$ cat config.mk
export PLATFORM = sky130hd
export DESIGN_NAME = nested_cnt_rx
export DESIGN_NICKNAME = d
export VERILOG_FILES = /design/src/rtl/nested_cnt_pkg.sv /design/src/rtl/nested_idx_cnt.sv /design/src/rtl/nested_cnt_rx.sv
export SDC_FILE = /design/constraint.sdc
export NUM_CORES = 1
export LEC_CHECK = 0
export ABC_AREA = 1
export BUFFER_PORTS_ARGS = -buffer_cell sky130_fd_sc_hd__buf_2
export CAP_MARGIN = 10
export CORE_MARGIN = 1
export CORE_UTILIZATION = 55
export CTS_BUF_LIST = sky130_fd_sc_hd__clkbuf_16
export DETAILED_ROUTE_END_ITERATION = 6
export HOLD_SLACK_MARGIN = 0.05
export PLACE_DENSITY = 0.8
export SYNTH_ARGS = -nofsm -noshare
export SYNTH_HDL_FRONTEND = slang
export SYNTH_HIERARCHICAL = 1
export SYNTH_SLANG_ARGS = --single-unit
$ cat constraint.sdc
create_clock -name clk -period 5 [get_ports clk]
set_input_delay 0.75 -clock clk [delete_from_list [all_inputs] [get_ports clk]]
set_output_delay 0.75 -clock clk [all_outputs]
set_load 0.02 [all_outputs]
$ cat src/rtl/nested_cnt_pkg.sv
// Shared types and sizing helpers for the nested-count receiver.
package nested_cnt_pkg;

    typedef enum logic [1:0] {
        IDLE = 2'd0,
        RUN  = 2'd1,
        HALT = 2'd2
    } state_e;

    typedef enum logic {
        RESTART = 1'b0,
        ACCUM   = 1'b1
    } mode_e;

    // Counter width able to hold 0..n-1, never narrower than one bit.
    function automatic int cnt_w(input int n);
        return (n <= 1) ? 1 : $clog2(n);
    endfunction

endpackage

$ cat src/rtl/nested_idx_cnt.sv
// Inner/outer beat index counters with wrap and a last-beat flag.
module nested_idx_cnt
    import nested_cnt_pkg::*;
#(
    parameter int INNER = 3,
    parameter int OUTER = 3,
    parameter int IW    = cnt_w(OUTER),
    parameter int JW    = cnt_w(INNER)
) (
    input  logic          clk,
    input  logic          rst_n,
    input  logic          inc,
    input  logic          clr,
    output logic [IW-1:0] i,
    output logic [JW-1:0] j,
    output logic          last
);

    localparam logic [IW-1:0] I_MAX = IW'(OUTER - 1);
    localparam logic [JW-1:0] J_MAX = JW'(INNER - 1);

    assign last = (i == I_MAX) && (j == J_MAX);

    always_ff @(posedge clk or negedge rst_n) begin
        if (!rst_n) begin
            i <= '0;
            j <= '0;
        end else if (clr) begin
            i <= '0;
            j <= '0;
        end else if (inc) begin
            if (j == J_MAX) begin
                j <= '0;
                i <= (i == I_MAX) ? '0 : i + 1'b1;
            end else begin
                j <= j + 1'b1;
            end
        end
    end

endmodule

$ cat src/rtl/nested_cnt_rx.sv
// Checks a nested-loop count stream (RESTART or ACCUM) beat by beat.
// Optional NESTED_CNT_RX_HALT_ON_ERR_EN: freeze in HALT on the first mismatch.
module nested_cnt_rx
    import nested_cnt_pkg::*;
#(
    parameter int W     = 8,
    parameter int INNER = 3,
    parameter int OUTER = 3
) (
    input  logic         clk,
    input  logic         rst_n,
    input  logic         start,
    input  logic         mode,
    input  logic         in_valid,
    input  logic [W-1:0] in_data,
    output logic         in_ready,
    output logic [W-1:0] exp_data,
    output logic         busy,
    output logic         done,
    output logic         err,
    output logic [W-1:0] err_cnt
);

    localparam int IW = cnt_w(OUTER);
    localparam int JW = cnt_w(INNER);
    localparam logic [JW-1:0] J_MAX = JW'(INNER - 1);

`ifdef NESTED_CNT_RX_HALT_ON_ERR_EN
    localparam bit HALT_EN = 1'b1;
`else
    localparam bit HALT_EN = 1'b0;
`endif

    state_e        state;
    mode_e         mode_q;
    logic [IW-1:0] cnt_i;
    logic [JW-1:0] cnt_j;
    logic          last;
    logic          launch;
    logic          accept;
    logic          mismatch;
    logic          halting;
    logic [W-1:0]  exp_now;
    logic [W-1:0]  exp_nxt;

    assign launch   = (state == IDLE) && start;
    assign accept   = (state == RUN) && in_valid && in_ready;
    assign exp_now  = (mode_q == ACCUM)
                    ? W'(32'(cnt_i) * 32'(INNER) + 32'(cnt_j) + 32'd1)
                    : W'(32'(cnt_j) + 32'd1);
    // ACCUM is a linear index, so the next expectation is simply +1.
    assign exp_nxt  = (mode_q == RESTART && cnt_j == J_MAX) ? W'(1) : exp_now + 1'b1;
    assign mismatch = accept && (in_data != exp_now);
    assign halting  = HALT_EN && mismatch;

    nested_idx_cnt #(
        .INNER (INNER),
        .OUTER (OUTER),
        .IW    (IW),
        .JW    (JW)
    ) u_idx (
        .clk   (clk),
        .rst_n (rst_n),
        .inc   (accept && !halting),
        .clr   (launch),
        .i     (cnt_i),
        .j     (cnt_j),
        .last  (last)
    );

    always_ff @(posedge clk or negedge rst_n) begin
        if (!rst_n) begin
            state    <= IDLE;
            mode_q   <= RESTART;
            in_ready <= 1'b0;
            busy     <= 1'b0;
            done     <= 1'b0;
            err      <= 1'b0;
            err_cnt  <= '0;
            exp_data <= '0;
        end else begin
            done <= 1'b0;
            err  <= 1'b0;
            if (mismatch) begin
                err <= 1'b1;
                if (err_cnt != '1) err_cnt <= err_cnt + 1'b1;
            end
            case (state)
                IDLE: begin
                    if (start) begin
                        state    <= RUN;
                        mode_q   <= mode_e'(mode);
                        err_cnt  <= '0;
                        busy     <= 1'b1;
                        in_ready <= 1'b1;
                        exp_data <= W'(1);
                    end
                end
                RUN: begin
                    if (accept) begin
                        if (halting) begin
                            state    <= HALT;
                            in_ready <= 1'b0;
                        end else if (last) begin
                            state    <= IDLE;
                            done     <= 1'b1;
                            busy     <= 1'b0;
                            in_ready <= 1'b0;
                        end else begin
                            exp_data <= exp_nxt;
                        end
                    end
                end
                // Only reset leaves HALT.
                HALT:    state <= HALT;
                default: state <= IDLE;
            endcase
        end
    end

endmodule
==> qor.yml, run 1 <==
run_status:
  outcome: "completed"
logic_synthesis:
  syn_area_per_cell_um2: 7.191
  yosys-top-cells-count: "nand2_1 (56), inv_1 (35), nor2_1 (26)"
  yosys.area_share.simple_pct: 34.39
  ys_types: 25
  ys_ff_latch: 23
  seq_area_frac_synth_pct: 37.40
  synth_area_mm2: 0.001539
  synth_warnings: 6
  synthMuxAreaShare_pct: 0
  synth.top_cells.by_area: "dfrtp_1 (37%), nand2_1 (14%), inv_1 (8.5%), nand3_1 (6.8%), nor2_1 (6.3%)"
  synth_ff_type: "dfrtp_1"
  synth_edf_count: 0
  synth_top_family_by_area: "simple AND/OR/NAND/NOR gates"
  synth_compound_area_share_pct: 6.179
  yosys.area.top_type: "dfrtp_1"
  synthCells: 214
  synth.most_common_cell: "nand2_1"
  yosys.area.top_type_share_pct: 37.40
  synth_xor_xnor_area_share_pct: 0.5691
  async_flop_share_pct: 100.0
  synthAdderAreaFrac_pct: 8.293
grt:
  grt_pass1_wl_mm: 4.940
  globalRouteTotalUtil_pct: 23.45
  grt_overflow: 0
  grt_pass1_vias: 1183
  grt_max_degree: 24
  antenna_found_initial: 0
cells_and_area:
  num_antenna_cells: 0
  drive_above_1_share_pct: 19.01
  nFillCells: 234
  seq_area_um2: 575.6
  stdcell_area_mm2: 0.001749
  synthToLayoutAreaGrowth_pct: 13.66
  fin_util_pct: 68.13
  num-nets-final: 265
  multi_input_area_um2: 772.0
worst_setup_path:
  cp_common_cell: "nand2_1"
  ff2ff_setup_slack_ns: 2.26
  end_kind: "flip-flop"
  cp_slowest_cell: "fa_1"
  arrival_ns: 2.90
  crit_chain: "fa_1, inv_1, fa_1, inv_1, nand2_1, o21ai_2, nand2_1, nand2_1, nor2_2, nand3_2, nand2_1, inv_1, nor2_1, nor2_1"
  rr_endpoint: "err_cnt[7]"
  r2r_cells: 14
  cp-start-kind: "flip-flop"
  r2r_start: "u_idx/i[0]"
  cp_slowest_stage_delay_ns: 0.58
  critPathKind: "flip-flop to flip-flop"
  crit_fanout: 11
  worstPathRequired_ns: 5.15
cts:
  numCtsBuffers: 3
  cts_tree: "done"
  cts_setup_buffers: 0
  cts-resized-gates: 0
  cts.path.max_buffers: 2
  clkLatencyLatePin_ns: 0.26
  clk_pin_slew_ns: 0.06
  cts.sinks: 23
  cts-root-buf: "clkbuf_16"
  htree_levels: 1
  postCtsHoldBufs: 0
routing:
  via_count: 1359
  met2_length_mm: 1.337
  ant_nets: 0
  wl_met3_um: 124
  wl_per_cell_um: 10.68
  via_per_inst: 4.996
  met1Wirelength_mm: 1.392
  drc: 0
  topRoutingLayerUsed: "met4"
  drt_iter0_drc: 25
  first_pass_iters: 4
  wl_mm: 2.904
sta:
  setup-violations-final: 0
  grt_setup_unrepaired: "no"
  holdWs_ns: 0.4480
  maxSlewViolCount: 0
  min_period_ns: 2.744
  skew_ns: 0.004093
  finalSetupTns_ns: 0
  max_freq_ghz: 0.3644
  final_hold_viol_count: 0
  post-route-period-util_pct: 54.89
floorplan:
  initial_core_util_pct: 59.94
  chipWidth_um: 54.90
  die-area_mm2: 0.003013
  std_cell_rows: 18
  die-height_um: 54.90
  pin_count: 33
  core_area_mm2: 0.002567
placed_design:
  hpwl_mm: 2.140
  port_buffers: 29
  placed_cell_area_mm2: 0.001669
  routabilityCongestion: 0.8013
worst_hold_path:
  min_path_type: "input pin to asynchronous set/reset pin"
power_and_ir_drop:
  power.density_mw_per_mm2: 215.7
  leakage_nw: 1.034
  peakVddDrop_mv: 0.1876
flow_run:
  cap_violations: 0
==> worst max-delay path: cells and delay by family, from the launching register on <==
kind,cells,cell delay (ns)
AO/OA/AOI/OAI,1,0.08
adder cells (fa/ha/maj),2,1.07
buffers and inverters,3,0.16
flip-flops,1,0.45
AND/OR/NAND/NOR,8,0.87
==> layer usage <==
| metal | global-route usage (%) | vias to the layer above |
|---|---|---|
| li1 | - | 712 |
| met1 | 29.59 | 611 |
| met2 | 39.16 | 31 |
| met3 | 4.098 | 5 |
| met4 | 10.00 | 0 |
| met5 | 0 | - |
==> cell families after synthesis <==
kind of cell / count (synthesis)
AO/OA/AOI/OAI: 17
flip-flops: 23
XOR/XNOR: 1
other: 1
buffers and inverters: 44
AND/OR/NAND/NOR: 119
adder cells (fa/ha/maj): 9
==> flip-flops by register name, summed over array words and instances (netlist names) <==
name and flops:
exp_data 5, err_cnt 8, mode_q 1, u_idx/i 2, state 2, busy 1, u_idx/j 2, done 1
err 1
==> through the flow <==
stage | total power [mW] | worst slack [ns] | std cells
detailed placement | 0.2034 | 2.259 | 268
global route | 0.3909 | 2.032 | 272
CTS | 0.3815 | 2.246 | 272
floorplan | 0.1962 | 2.564 | 216
finish | 0.3774 | 2.256 | 272
global placement | 0.2032 | 2.320 | 268
==> cell usage in the layout (no fill, tap or decap), drive strengths merged <==
cell type  instances
a21oi              8
a22o               1
and2               1
buf               29
clkbuf             3
clkinv             1
conb               3
dfrtp             23
fa                 2
ha                 7
inv               37
nand2             60
nand3             25
nand4              1
nor2              28
nor3               3
o211ai             1
o21ai              7
or2                1
xnor2              1
==> how the worst max path moves through the flow <==
stage,startpoint,to,slack [ns],cells past startpoint
2_1_floorplan,u_idx/i[0],err_cnt[0],2.56,15
3_3_place_gp,u_idx/i[0],err_cnt[7],2.32,14
3_5_place_dp,u_idx/i[0],err_cnt[7],2.26,14
4_1_cts,u_idx/i[0],err_cnt[7],2.25,14
5_1_grt,u_idx/i[0],err_cnt[7],2.03,14
6_report,u_idx/i[0],err_cnt[7],2.26,14
==> layout make-up <==
class | count | share of cell area, %
Inverter | 37 | 7.940
Timing Repair Buffer | 29 | 8.298
Clock buffer | 3 | 4.292
Tap cell | 30 | 2.146
Clock inverter | 1 | 0.2861
Multi-Input combinational cell | 149 | 44.13
Sequential cell | 23 | 32.90
==> report_power, final <==
group,total (mW),internal (mW),switching (mW),leakage (nW)
Sequential,0.186,0.186,0,0.285
Clock,0.178,0.108,0.0701,0.0409
Combinational,0.0135,0.00457,0.00888,0.708
Total,0.377,0.298,0.0790,1.03
No activity file was read; power rests on OpenSTA's default activity.
==> inputs of run 2 (changes only) <==
ABC_AREA = 0   (was 1)
CORE_UTILIZATION = 53   (was 55)
PLACE_DENSITY = 0.78   (was 0.8)
clock period = 2.79 ns   (was 5 ns; I/O delays follow)
==> run 2 against run 1 <==
  * Global-route usage is 1.6 points higher
  * Routed wire length is 8.8% higher
  * Sequential share of layout area is 0.89 points lower
  * Fmax is 2.2% lower
  * Synthesized cell count is 36% lower
  * Clock power is 76% higher
  * First-iteration DRC count is 20% lower
  * Die area is 1.2% lower
  * The flow now finishes with violations (negative setup slack)
  * Highest routed layer unchanged
  * Hold slack worse by 0.32 ns
  * Register-to-register slack worse by 2.3 ns
  * Clock-buffer cell count stayed put
==> qor.yml, run 2 <==
logic_synthesis:
  yosys.area.top_type_share_pct: 39.32  # +1.9 points
  synth_area_mm2: 0.001464  # -4.9%
  synth_compound_area_share_pct: 12.82  # +6.6 points
  yosys.area.top_type: "dfrtp_1"
  synth_xor_xnor_area_share_pct: 6.581  # +6.0 points
  ys_types: 50  # +100%
  synth.most_common_cell: "dfrtp_1"
  async_flop_share_pct: 100.0  # unchanged
  synth.top_cells.by_area: "dfrtp_1 (39%), ha_1 (6.0%), nand2_1 (3.6%), mux2i_1 (3.4%), xnor2_1 (3.0%)"
  synth_top_family_by_area: "simple AND/OR/NAND/NOR gates"
  synth_warnings: 6  # unchanged
  syn_area_per_cell_um2: 10.69  # +49%
  synthCells: 137  # -36%
  synthAdderAreaFrac_pct: 8.718  # +0.43 points
  yosys.area_share.simple_pct: 21.20  # -13 points
  yosys-top-cells-count: "dfrtp_1 (23), nand2_1 (14), inv_1 (8)"
  synth_edf_count: 0  # unchanged
  synthMuxAreaShare_pct: 5.983  # +6.0 points
  ys_ff_latch: 23  # unchanged
  synth_ff_type: "dfrtp_1"
  seq_area_frac_synth_pct: 39.32  # +1.9 points
run_status:
  outcome: "complete, but fails checks"
  failed_checks: "negative setup slack"
sta:
  setup-violations-final: 2  # +2
  post-route-period-util_pct: 100.6  # +46 points
  maxSlewViolCount: 0  # unchanged
  min_period_ns: 2.807  # +0.06309 ns
  final_hold_viol_count: 0  # unchanged
  finalSetupTns_ns: -0.01782  # -0.01782 ns
  skew_ns: 0.002009  # -0.002084 ns
  tightest_slew_ns: 0.5203
  relSlewSlack_pct: 65.31
  setup_ws_ns: -0.01736  # -2.273 ns
  max_freq_ghz: 0.3562  # -2.2%
  grt_setup_unrepaired: "yes"
power_and_ir_drop:
  internal_power_mw: 1.363  # +360%
  power_switching_mw: 1.019  # +1200%
  power.density_mw_per_mm2: 1325  # +510%
  pwr-share-seq_pct: 23.7  # -26 points
  combPwrFrac_pct: 63.1  # +60 points
  power.share.switching_pct: 42.78  # +22 points
  peakVddDrop_mv: 1.079  # +470%
  clock_power_share_pct: 13.2  # -34 points
  leakage_nw: 0.8938  # -14%
cells_and_area:
  drive_above_1_share_pct: 36.72  # +18 points
  final_common_cell: "buf_2"
  largest_reg_flops: 8  # unchanged
  synthToLayoutAreaGrowth_pct: 22.82
  fin_util_pct: 70.65  # +2.5 points
  num-nets-final: 200  # -25%
  mostFrequentLayoutCells: "buf_2 (29), dfrtp_1 (23), nand2_1 (14)"
  top_register: "err_cnt"
  top_regs: "err_cnt: 8 flops, exp_data: 5 flops"
  num_antenna_cells: 0  # unchanged
floorplan:
  initial_core_util_pct: 57.52  # -2.4 points
  pin_count: 33  # unchanged
  die-height_um: 54.56  # -0.62%
  core_area_mm2: 0.002545  # -0.88%
  chipWidth_um: 54.56  # -0.62%
  std_cell_rows: 18  # unchanged
  die-area_mm2: 0.002976  # -1.2%
worst_hold_path:
  min_path_type: "input pin to asynchronous set/reset pin"
grt:
  grt_max_degree: 24  # unchanged
  globalRouteTotalUtil_pct: 25.00  # +1.6 points
  antenna_found_initial: 0  # unchanged
  grt_overflow: 0  # unchanged
  grt_pass1_vias: 1141  # -3.6%
  grt_pass1_wl_mm: 5.099  # +3.2%
worst_setup_path:
  crit_fanout: 6  # -5
  rr_endpoint: "err_cnt[5]"
  r2r_cells: 10  # -4
  end_kind: "flip-flop"
  arrival_ns: 2.99  # +0.09 ns
  ff2ff_setup_slack_ns: -0.02  # -2.27 ns
  worstPathRequired_ns: 2.97  # -2.18 ns
  r2r_start: "u_idx/i[0]"
  critPathKind: "flip-flop to flip-flop"
  cp-start-kind: "flip-flop"
placed_design:
  hpwl_mm: 2.260  # +5.6%
  port_buffers: 29  # unchanged
  dp_worst_setup_slack_ns: -0.1052  # -2.365 ns
  routabilityCongestion: 0.8512  # +6.2%
routing:
  via_per_inst: 5.696  # +14%
  wl_per_cell_um: 15.27  # +43%
  first_pass_iters: 4  # unchanged
  wl_mm: 3.161  # +8.8%
  drt_iter0_drc: 20  # -20%
  ant_nets: 0  # unchanged
  drc: 0  # unchanged
  via_count: 1179  # -13%
cts:
  cts_tree: "done"
  htree_levels: 1  # unchanged
  clkLatencyLatePin_ns: 0.26  # about the same
  cts.path.max_buffers: 2  # unchanged
  cts.sinks: 23  # unchanged
  numCtsBuffers: 3  # unchanged
  clk_pin_slew_ns: 0.06  # about the same
  cts-root-buf: "clkbuf_16"
  postCtsHoldBufs: 0  # unchanged
flow_run:
  cap_violations: 0  # unchanged
-- run 2: cell types whose count changed after synthesis, sizes merged, moves of 3 or more --
cell	delta
nor2b	+3
nand2b	+5
mux2i	+6
nor2	-20
inv	-29
xnor2	+4
nand2	-46
a211oi	+3
nand3	-24
-- run 2: metal layers --
metal  share of wire (%)  GRT usage, %  routed length, um  up-vias
met3                 3.6         5.556                114        9
met2                  51         43.50               1624       30
met5                   0             0                  0        -
met4                 2.6         13.68                 83        0
li1                    -             -                  -      558
met1                  42         28.03               1338      582
-- run 2: logic make-up after synthesis --
kind of cell / Yosys count
AOI/OAI and AO/OA: 24
xor gates and xnor gates: 8
adders and majority gates: 9
buffers and inverters: 14
DFF: 23
muxes: 7
other: 1
and+or+nand+nor: 51
-- run 2: how the worst max path moves through the flow --
stage	startpoint	to	slack, ns
after floorplan	u_idx/i[0]	err_cnt[5]	0.04
after global placement	u_idx/i[0]	err_cnt[4]	0.02
after detailed placement	u_idx/i[0]	err_cnt[7]	-0.11
after CTS	u_idx/i[1]	err_cnt[6]	-0.02
after global routing	u_idx/i[0]	err_cnt[5]	-0.15
final	u_idx/i[0]	err_cnt[5]	-0.02
-- run 2: repair_timing --
item / 4_1_cts / 5_1_grt
setup endpoints to repair: 8 / 8
gates resized for setup: 3 / 3
setup buffers: 5 / 1
pin swaps: 8 / 7
-- run 2: stage by stage --
stage | area, um^2 | std cells | hold slack, ns | total power, mW
2_1_floorplan | 1471 | 139 | 0.1229 | 1.608
3_3_place_gp | 1647 | 197 | 0.4137 | 1.859
3_5_place_dp | 1647 | 197 | 0.4241 | 1.936
4_1_cts | 1779 | 206 | 0.1495 | 2.362
5_1_grt | 1798 | 207 | 0.1709 | 2.572
6_report | 1798 | 207 | 0.1294 | 2.383
-- run 2: power groups by stage --
stage,Clock (mW),Combinational [mW],Sequential (mW)
6_report,0.313,1.50,0.566
2_1_floorplan,0,0.954,0.654
4_1_cts,0.318,1.48,0.566
5_1_grt,0.334,1.65,0.584
3_3_place_gp,0,1.30,0.559
3_5_place_dp,0,1.37,0.570
-- run 2: layout make-up --
| type | instances | area, um^2 |
|---|---|---|
| multi-input cells | 102 | 847.1 |
| fillers | 201 | 747.0 |
| flip-flops and latches | 23 | 575.6 |
| repair buffers | 40 | 227.7 |
| clock buffers | 3 | 75.07 |
| well taps | 30 | 37.54 |
| inverters | 8 | 30.03 |
| clock inverters | 1 | 5.005 |
-- run 2: critical path: stages (launching register included) --
cell and delay [ns]:
dfrtp_1 0.39, fa_1 0.58, inv_2 0.05, fa_2 0.56, mux2i_4 0.08, xor2_2 0.18
nor4b_4 0.31, buf_4 0.17, a21oi_4 0.07, nand4_1 0.14, mux2i_1 0.19
==> inputs of run 3 (changes only) <==
CORE_UTILIZATION = 55   (was 53)
PLACE_DENSITY = 0.81   (was 0.78)
clock period = 3.3 ns   (was 2.79 ns; I/O delays follow)
==> run 3 against run 2 <==
  * The flow now finishes without violations
  * Cell count fell by 5.3%
  * Register-to-register slack improved by 0.40 ns
  * Fmax fell by 3.7%
  * Utilization fell by 3.1 points
  * Non-clock buffer count fell by 11
  * Die area fell by 3.5%
  * Sequential share of layout area rose by 2.1 points
  * Combinational power fell by 29%
  * Critical path depth fell by 1
  * Clock skew fell by 0.00088 ns
  * Routed wire length fell by 11%
  * Critical endpoint unchanged
  * Largest cell class unchanged
  * Largest power group unchanged
==> qor.yml, run 3 (synthesis results as in run 2) <==
cts:
  postCtsHoldBufs: 0  # unchanged
  htree_levels: 1  # unchanged
  cts_setup_buffers: 0  # -5
  clk_pin_slew_ns: 0.06  # about the same
  cts.sinks: 23  # unchanged
  cts.path.max_buffers: 2  # unchanged
  cts-root-buf: "clkbuf_16"
  clkLatencyLatePin_ns: 0.25  # about the same
  cts_tree: "done"
  numCtsBuffers: 3  # unchanged
  cts-resized-gates: 0  # -3
cells_and_area:
  num-nets-final: 189  # -5.5%
  nFillCells: 194  # -3.5%
  top_register: "err_cnt"
  mostFrequentLayoutCells: "buf_2 (29), dfrtp_1 (23), nand2_1 (14)"
  final_common_cell: "buf_2"
  seq_area_um2: 575.6  # unchanged
  top_regs: "err_cnt: 8 flops, exp_data: 5 flops"
  drive_above_1_share_pct: 28.92  # -7.8 points
  num_antenna_cells: 0  # unchanged
  synthToLayoutAreaGrowth_pct: 15.30
  largest_reg_flops: 8  # unchanged
  multi_input_area_um2: 820.8  # -3.1%
power_and_ir_drop:
  fin_total_pwr_mw: 1.827  # -23%
  clock_power_share_pct: 14.2  # +1.0 points
  power_switching_mw: 0.7821  # -23%
  internal_power_mw: 1.044  # -23%
  leakage_nw: 0.8311  # -7.0%
  power.share.switching_pct: 42.82  # about the same
  power.density_mw_per_mm2: 1082  # -18%
  combPwrFrac_pct: 58.1  # -5.0 points
  peakVddDrop_mv: 0.7280  # -33%
  pwr-share-seq_pct: 27.7  # +4.0 points
worst_setup_path:
  cp_slowest_cell: "fa_1"
  ff2ff_setup_slack_ns: 0.39  # +0.40 ns
  critPathKind: "flip-flop to flip-flop"
  cp-start-kind: "flip-flop"
  cp_common_cell: "fa_1"
  crit_fanout: 7  # +1
  end_kind: "flip-flop"
  worstPathRequired_ns: 3.43  # +0.46 ns
  cp_slowest_stage_delay_ns: 0.59  # about the same
  crit_chain: "fa_1, inv_1, fa_1, xor3_4, nor2_2, nor4b_4, a21oi_2, nand4_1, mux2i_1"
  arrival_ns: 3.05  # +0.06 ns
run_status:
  outcome: "completed"
grt:
  grt_pass1_wl_mm: 4.471  # -12%
  grt_pass1_vias: 1038  # -9.0%
  grt_overflow: 0  # unchanged
  grt_max_degree: 24  # unchanged
  antenna_found_initial: 0  # unchanged
  globalRouteTotalUtil_pct: 22.18  # -2.8 points
routing:
  wl_mm: 2.828  # -11%
  topRoutingLayerUsed: "met4"
  drc: 0  # unchanged
  drt_iter0_drc: 21  # +5.0%
  ant_nets: 0  # unchanged
  first_pass_iters: 4  # unchanged
  wl_per_cell_um: 14.43  # -5.5%
  via_count: 1100  # -6.7%
  met1Wirelength_mm: 1.216  # -9.1%
  via_per_inst: 5.612  # -1.5%
  met2_length_mm: 1.485  # -8.6%
  wl_met3_um: 104  # -8.8%
sta:
  relSlewSlack_pct: 65.05  # -0.26 points
  tightest_slew_ns: 0.5243  # +0.003964 ns
  post-route-period-util_pct: 88.30  # -12 points
  skew_ns: 0.001127  # -0.0008814 ns
  max_freq_ghz: 0.3432  # -3.7%
  maxSlewViolCount: 0  # unchanged
  grt_setup_unrepaired: "no"
  min_period_ns: 2.914  # +0.1066 ns
  finalSetupTns_ns: 0  # +0.01782 ns
  setup_ws_ns: 0.3860  # +0.4034 ns
  setup-violations-final: 0  # -2
  holdWs_ns: 0.2132  # +0.08376 ns
  final_hold_viol_count: 0  # unchanged
placed_design:
  dp_worst_setup_slack_ns: 0.3751  # +0.4803 ns
  port_buffers: 29  # unchanged
  routabilityCongestion: 0.8543  # +0.36%
  hpwl_mm: 2.196  # -2.9%
floorplan:
  std_cell_rows: 18  # unchanged
  pin_count: 33  # unchanged
  die-height_um: 53.59  # -1.8%
  die-area_mm2: 0.002872  # -3.5%
  chipWidth_um: 53.59  # -1.8%
  core_area_mm2: 0.002500  # -1.8%
  initial_core_util_pct: 58.56  # +1.0 points
flow_run:
  cap_violations: 0  # unchanged
worst_hold_path:
  min_path_type: "input pin to asynchronous set/reset pin"
run 3: worst max-delay path, delay by kind of cell (launching register included):
kind | cells | cell delay (ns)
AOI/OAI and AO/OA | 1 | 0.30
buffers and inverters | 1 | 0.07
and+or+nand+nor | 3 | 0.37
DFF | 1 | 0.44
xor gates and xnor gates | 1 | 0.45
muxes | 1 | 0.14
adders and majority gates | 2 | 1.02
run 3: path summary, 6_finish.rpt:
path	start	endpoint	cells past startpoint
hold / removal	rst_n	exp_data[3]	1
max in group asynchronous	rst_n	u_idx/i[0]	1
hold reg to reg	state[0]	state[1]	1
min in group clk	mode	mode_q	3
setup / recovery	u_idx/i[0]	err_cnt[5]	9
setup reg to reg	u_idx/i[0]	err_cnt[5]	9
run 3: power groups by stage:
stage	clock (mW)	sequential [mW]	combinational, mW
2_1_floorplan	0	0.553	0.806
3_3_place_gp	0	0.498	1.03
3_5_place_dp	0	0.508	1.07
4_1_cts	0.261	0.505	1.07
5_1_grt	0.274	0.527	1.17
6_report	0.259	0.506	1.06
run 3: final cells by class:
| type | instances | area share [%] |
|---|---|---|
| Clock buffer | 3 | 4.448 |
| Sequential cell | 23 | 34.10 |
| Clock inverter | 1 | 0.2224 |
| Timing Repair Buffer | 29 | 8.599 |
| Multi-Input combinational cell | 102 | 48.63 |
| Tap cell | 30 | 2.224 |
| Inverter | 8 | 1.779 |
run 3: metal layers:
layer  GRT usage [%]  up-vias
li1                -      534
met1           26.90      537
met2           39.58       26
met3           4.237        3
met4           6.579        0
met5               0        -
run 3: through the flow:
stage	utilization, %	instances	cell area, um^2
3_3_place_gp	64.36	192	1609
5_1_grt	67.52	196	1688
4_1_cts	67.52	196	1688
6_report	67.52	196	1688
3_5_place_dp	64.36	192	1609
2_1_floorplan	-	139	1471
